File: src/rtl/game_pkg.sv
// Shared Pong game encodings: match phases and serve direction meanings.
// Pure declarations; no latency, no flow control.
package game_pkg;

    localparam int STATE_W = 3;

    typedef enum logic [STATE_W-1:0] {
        IDLE  = 3'd0,
        SERVE = 3'd1,
        RALLY = 3'd2,
        POINT = 3'd3,
        OVER  = 3'd4
    } state_t;

    localparam logic SERVE_TO_P1 = 1'b0;
    localparam logic SERVE_TO_P2 = 1'b1;

endpackage

File: src/rtl/phase_timer.sv
// Pausable up-counter with clear; flags expiry when it sits on 'last' while running.
// Expiry is combinational on the registered count; no backpressure, run gates counting.
module phase_timer #(
    parameter int W = 10
) (
    input  logic         clk_1ms,
    input  logic         reset,
    input  logic         clear,
    input  logic         run,
    input  logic [W-1:0] last,
    output logic         expired
);

    logic [W-1:0] cnt_q;

    always_ff @(posedge clk_1ms or negedge reset) begin
        if (!reset) begin
            cnt_q <= '0;
        end else if (clear) begin
            cnt_q <= '0;
        end else if (run) begin
            cnt_q <= cnt_q + 1'b1;
        end
    end

    assign expired = run && (cnt_q == last);

endmodule

File: src/rtl/match_sequencer.sv
// Pong match controller: serve/rally/point/over phases, both scores, ball engine control.
// Inputs act on the next 1 ms tick; pause freezes phase timers and the ball.
module match_sequencer
    import game_pkg::*;
#(
    parameter int WIN_SCORE      = 7,
    parameter int SCORE_W        = 3,
    parameter int SERVE_DELAY_MS = 1000,
    parameter int POINT_HOLD_MS  = 500
) (
    input  logic               clk_1ms,
    input  logic               reset,
    input  logic               start_btn,
    input  logic               pause,
    input  logic               p1_point,
    input  logic               p2_point,
    output logic [STATE_W-1:0] state,
    output logic [SCORE_W-1:0] p1_score,
    output logic [SCORE_W-1:0] p2_score,
    output logic               ball_enable,
    output logic               ball_reset,
    output logic               serve_dir,
    output logic               game_end,
    output logic               winner
);

    localparam int TMR_MAX = (SERVE_DELAY_MS > POINT_HOLD_MS) ? SERVE_DELAY_MS : POINT_HOLD_MS;
    localparam int TMR_W   = (TMR_MAX > 1) ? $clog2(TMR_MAX) : 1;

    localparam logic [TMR_W-1:0]   SERVE_LAST = TMR_W'(SERVE_DELAY_MS - 1);
    localparam logic [TMR_W-1:0]   POINT_LAST = TMR_W'(POINT_HOLD_MS - 1);
    localparam logic [SCORE_W-1:0] WIN        = SCORE_W'(WIN_SCORE);
    localparam logic [SCORE_W-1:0] SAT        = '1;

    state_t             state_q, state_d;
    logic               start_q, start_rise;
    logic [SCORE_W-1:0] p1_q, p1_d, p2_q, p2_d;
    logic               dir_q, dir_d, win_q, win_d;
    logic               tmr_run, tmr_clr, tmr_exp;
    logic [TMR_W-1:0]   tmr_last;

    function automatic logic [SCORE_W-1:0] sat_inc(input logic [SCORE_W-1:0] v);
        return (v == SAT) ? SAT : v + 1'b1;
    endfunction

    assign start_rise = start_btn && !start_q;

    always_comb begin
        state_d = state_q;
        p1_d    = p1_q;
        p2_d    = p2_q;
        dir_d   = dir_q;
        win_d   = win_q;
        case (state_q)
            IDLE: begin
                if (start_rise) begin
                    state_d = SERVE;
                    p1_d    = '0;
                    p2_d    = '0;
                end
            end
            SERVE: begin
                if (tmr_exp) state_d = RALLY;
            end
            RALLY: begin
                // Simultaneous misses are a let: replay without scoring.
                if (p1_point && p2_point) begin
                    state_d = POINT;
                end else if (p1_point) begin
                    state_d = POINT;
                    p1_d    = sat_inc(p1_q);
                    dir_d   = SERVE_TO_P2;
                end else if (p2_point) begin
                    state_d = POINT;
                    p2_d    = sat_inc(p2_q);
                    dir_d   = SERVE_TO_P1;
                end
            end
            POINT: begin
                if (tmr_exp) begin
                    if (p1_q >= WIN || p2_q >= WIN) begin
                        state_d = OVER;
                        win_d   = (p2_q >= WIN);
                    end else begin
                        state_d = SERVE;
                    end
                end
            end
            OVER: begin
                if (start_rise) begin
                    state_d = SERVE;
                    p1_d    = '0;
                    p2_d    = '0;
                end
            end
            default: state_d = IDLE;
        endcase
    end

    always_ff @(posedge clk_1ms or negedge reset) begin
        if (!reset) begin
            state_q <= IDLE;
            start_q <= 1'b0;
            p1_q    <= '0;
            p2_q    <= '0;
            dir_q   <= 1'b0;
            win_q   <= 1'b0;
        end else begin
            state_q <= state_d;
            start_q <= start_btn;
            p1_q    <= p1_d;
            p2_q    <= p2_d;
            dir_q   <= dir_d;
            win_q   <= win_d;
        end
    end

    // One timer serves both timed phases; any phase change restarts it.
    assign tmr_last = (state_q == POINT) ? POINT_LAST : SERVE_LAST;
    assign tmr_run  = ((state_q == SERVE) || (state_q == POINT)) && !pause;
    assign tmr_clr  = (state_d != state_q);

    phase_timer #(
        .W(TMR_W)
    ) u_phase_timer (
        .clk_1ms (clk_1ms),
        .reset   (reset),
        .clear   (tmr_clr),
        .run     (tmr_run),
        .last    (tmr_last),
        .expired (tmr_exp)
    );

    assign state       = state_q;
    assign p1_score    = p1_q;
    assign p2_score    = p2_q;
    assign serve_dir   = dir_q;
    assign winner      = win_q;
    assign game_end    = (state_q == OVER);
    assign ball_reset  = (state_q == IDLE) || (state_q == SERVE) || (state_q == OVER);
    assign ball_enable = (state_q == RALLY) && !pause;

endmodule

File: config.mk
export PLATFORM = sky130hd
export DESIGN_NAME = match_sequencer
export DESIGN_NICKNAME = d
export VERILOG_FILES = /design/src/rtl/game_pkg.sv /design/src/rtl/phase_timer.sv /design/src/rtl/match_sequencer.sv
export SDC_FILE = /design/constraint.sdc
export NUM_CORES = 1
export LEC_CHECK = 0
export CORE_MARGIN = 2
export CORE_UTILIZATION = 56
export CTS_CLUSTER_DIAMETER = 120
export DETAILED_ROUTE_END_ITERATION = 8
export GPL_TIMING_DRIVEN = 0
export PLACE_DENSITY = 0.84
export SLEW_MARGIN = 40
export SYNTH_ARGS = -nofsm -noshare
export SYNTH_HDL_FRONTEND = slang
export SYNTH_SLANG_ARGS = --single-unit
File: constraint.sdc
create_clock -name clk_1ms -period 3.25 [get_ports clk_1ms]
set_clock_uncertainty 0.15 [all_clocks]
set_input_delay 0.325 -clock clk_1ms [delete_from_list [all_inputs] [get_ports clk_1ms]]
set_output_delay 0.325 -clock clk_1ms [all_outputs]
set_load 0.01 [all_outputs]
==> summary.txt <==
Worst setup path
  – Crit-path max FO: 10
  – Crit path required time: ~2.8 ns
  – Cell Chain, Critical Path: clkbuf_1, nor2_1, nand2_1, inv_1, clkdlybuf4s50_1
  – CP Launch Type: flip-flop
  – Worst path top cell family by delay: buffers and inverters
  – Critical Path End: game_end
  – Levels on crit path: 5
  – Crit path launch: state[0]$_DFF_PN0_
  – CP arrival: 2.22 ns
  – R2R depth: 5
  – Slowest-stage cell, CP: clkdlybuf4s50_1
  – Slowest stage delay, CP: roughly 0.52 ns
  – R2R Path Start: u_phase_timer.cnt_q[0]$_DFFE_PN0P_
  – Crit Path Category: flip-flop to output port
  – Buf+Inv Stages, Crit Path: 3
  – FF-to-FF End: winner$_DFFE_PN0P_
  – R2R setup slack: approximately 1.3 ns
  – CP Capture Type: output port

Timing
  – Hold WS: approximately 0.33 ns
  – Max-slew violation count: 0
  – Slew @ Worst Pin: a little under 0.5 ns
  – Post-route minimum period: around 2.7 ns
  – Fmax: approximately 0.37 GHz
  – # setup viols final: 0
  – RSZ-0062 raised after global routing: no
  – Slew margin rel.: 67.2%
  – Final hold vios: 0
  – Final period utilization: between 80% and 90%
  – Setup TNS: 0 ns

Pwr
  – Combinational Power Share: about a third
  – Pwr Density: 624 nW/um2
  – Flop pwr share: between 40% and 50%
  – Clock power share: between 20% and 30%
  – P_leak: around 0.63 nW
  – Int Pwr: approximately 0.64 mW
  – Net Sw Frac: between 30% and 40%
  – Psw: about 0.32 mW
  – Total power: between 0.9 and 1 mW
  – Max VDD drop: roughly 510 uV

Clock tree
  – Clk Latency, worst-skew pair: about 0.32 ns
  – Hold buffer count at cts: 1
  – Clock root cell: clkbuf_4
  – H-tree Lvls: 1
  – Post-CTS setup repair buffer count: 0
  – CTS tree: yes
  – CTS Sinks: 22
  – CTS clk-pin slew, worst paths: about 0.13 ns
  – TritonCTS Buffers: 3
  – Clock Path Buffers: 2
  – Cells resized by post-CTS repair: 0

Routing
  – M1 WL: 1210 um
  – Via count: a little over 1000
  – First drt pass iteration count: 4
  – Top routing layer in use: met4
  – Residual DRC: 0
  – ANT nets after route: 0
  – DR WL/cell: 13.8 um
  – 1st-iter DRT viols: 20
  – Met3 wire len: slightly below 100 um
  – Via/cell ratio: around 5.8
  – Routed wl met2: 1040 um
  – Total wire length: roughly 2400 um

Floorplan
  – Die span in x: approximately 51 um
  – Row Count: 17
  – Total die area: between 2000 and 3000 um2
  – Die height: between 50 and 60 um
  – Placeable Area: ~2200 um2
  – Top-Level Pins: 20
  – Initial Util: ~58%

GRT
  – Total track usage: between 20% and 30%
  – First-pass GRT wire length: 4150 um
  – Total gr overflow: 0
  – Number of global-route vias before repair: 939
  – Initial antenna violation count: 0
  – Largest net degree at the start of global routing: 23

Cells and area
  – Final Util: between 70 and 80%
  – Antenna Cells: 0
  – Layout cells sized above 1: between 10% and 20%
  – Fill cells: 164
  – Area growth, synth to finish: 22.5%
  – NumNets Final: 158
  – Finished Layout Cells: roughly 180

Placement
  – Cells after DPL: 170
  – Gpl congestion: ~0.84
  – Post-DP HPWL: ~1700 um
  – PortBufs: 19

Logic synthesis
  – Area fraction of the dominant cell type after synthesis: 43.9%
  – Yosys reg bits: 22
  – Simple-Gate Fraction of Synth Area: 23.2%
  – Post-Synthesis Cells: approximately 120
  – Library cells used by synthesis: 42
  – Xor/xnor share of the synthesized area: roughly 6.3%
  – Synth Cell Area: ~1300 um2
  – Post-synthesis compound-gate area fraction: about an eighth
  – Largest area contributor in the netlist: dfrtp_1
  – Mean Syn Cell Area: 10.2 um2
  – Post-synthesis sequential area ratio: between 40 and 50%
  – Post-Synth Adder-Cell Area: 3.99%
  – YS warnings: 0
  – Synth Net Count: roughly 130
  – Largest family of logic cells by synthesized area: simple AND/OR/NAND/NOR gates
  – Synth area leaders: dfrtp_1, nor2_1, xnor2_1, a21oi_1, ha_1
  – Multiplexer share of the synthesized area: 6.48%

Min path
  – Worst Hold Class: input pin to flip-flop

Outcome
  – Outcome: finished clean

Flow run
  – Maxcap violations: 0
[worst min path at each step]
stage / startpoint / end / slack (ns) / depth (start not counted)
final: start_btn / start_q$_DFF_PN0_ / 0.33 / 1
after CTS: start_btn / start_q$_DFF_PN0_ / 0.33 / 1
after detailed placement: reset / winner$_DFFE_PN0P_ / 0.16 / 1
after global placement: serve_dir$_DFFE_PN0P_ / serve_dir$_DFFE_PN0P_ / 0.34 / 1
after global routing: start_btn / start_q$_DFF_PN0_ / 0.34 / 1
after floorplan: reset / p1_score[0]$_DFFE_PN0P_ / -0.12 / 0
[state kept, by name (all words and copies together), names as in the netlist]
register             flops
p1_score                 3
p2_score                 3
serve_dir                1
start_q                  1
state                    3
u_phase_timer.cnt_q     10
winner                   1
[cell families after synthesis]
| logic type | Yosys count |
|---|---|
| compound gates | 24 |
| xor+xnor | 9 |
| fa+ha+maj | 4 |
| buf+inv | 7 |
| flops | 22 |
| mux | 6 |
| simple gates | 51 |
[routing by layer]
layer	up-vias	GRT usage, %
li1	496	-
met1	473	27.7
met2	27	33.5
met3	11	2.92
met4	0	11.8
met5	-	0
[per-stage QoR]
step / worst slack [ns] / instance area [um2]
after floorplan: 1.45 / 1250
after global placement: 0.942 / 1480
after detailed placement: 0.922 / 1480
after CTS: 0.561 / 1540
after global routing: 0.384 / 1540
final: 0.556 / 1540
[power by group through the flow]
stage	Clock, mW	Sequential [mW]	Combinational [mW]
finish	0.214	0.415	0.331
global route	0.227	0.431	0.373
CTS	0.217	0.414	0.335
detailed placement	0	0.418	0.332
global placement	0	0.415	0.321
floorplan	0	0.427	0.180
[area by class of cell]
class | instances | area, um2 | area share (%)
Buffer | 3 | 20.0 | 1.30
Clock buffer | 3 | 22.5 | 1.46
Clock inverter | 1 | 30.0 | 1.95
Inverter | 4 | 15.0 | 0.976
Multi-Input combinational cell | 94 | 669 | 43.5
Sequential cell | 22 | 551 | 35.8
Tap cell | 28 | 35.0 | 2.28
Timing Repair Buffer | 20 | 195 | 12.7
[cell usage in the layout (no fill, tap or decap), types with 2 or more instances in the layout]
| cell type | synthesis | final |
|---|---|---|
| clkdlybuf4s50_1 | 0 | 18 |
| a21oi_1 | 10 | 10 |
| nor2b_1 | 2 | 2 |
| nand2b_1 | 2 | 2 |
| mux2_2 | 3 | 3 |
| nor3b_1 | 3 | 3 |
| inv_1 | 4 | 4 |
| nand4_1 | 3 | 3 |
| nand3b_1 | 2 | 2 |
| dfrtp_1 | 22 | 22 |
| xnor2_1 | 6 | 6 |
| ha_1 | 4 | 4 |
| nand2_1 | 8 | 8 |
| nor3_1 | 4 | 4 |
| nand3_1 | 2 | 2 |
| xor2_1 | 3 | 3 |
| nor4_2 | 2 | 2 |
| o21ai_0 | 2 | 2 |
| buf_2 | 1 | 2 |
| o41ai_1 | 2 | 2 |
| clkbuf_4 | 0 | 3 |
| nor2_1 | 16 | 16 |
[synth_stat cells, drive strengths merged]
cell type   n
a21boi      1
a21oi      10
a2bb2oi     1
a31oi       1
and3        1
buf         2
clkbuf      1
dfrtp      22
ha          4
inv         4
mux2        4
mux2i       2
nand2       8
nand2b      2
nand3       2
nand3b      2
nand4       3
nand4bb     1
nor2       16
nor2b       2
nor3        5
nor3b       3
nor4        2
nor4bb      1
o2111ai     1
o21ai       3
o21ba       1
o221ai      1
o22ai       1
o2bb2ai     1
o31ai       1
o41ai       2
or3         1
or3b        2
xnor2       6
xor2        3
No activity file was read; power rests on OpenSTA's default activity.
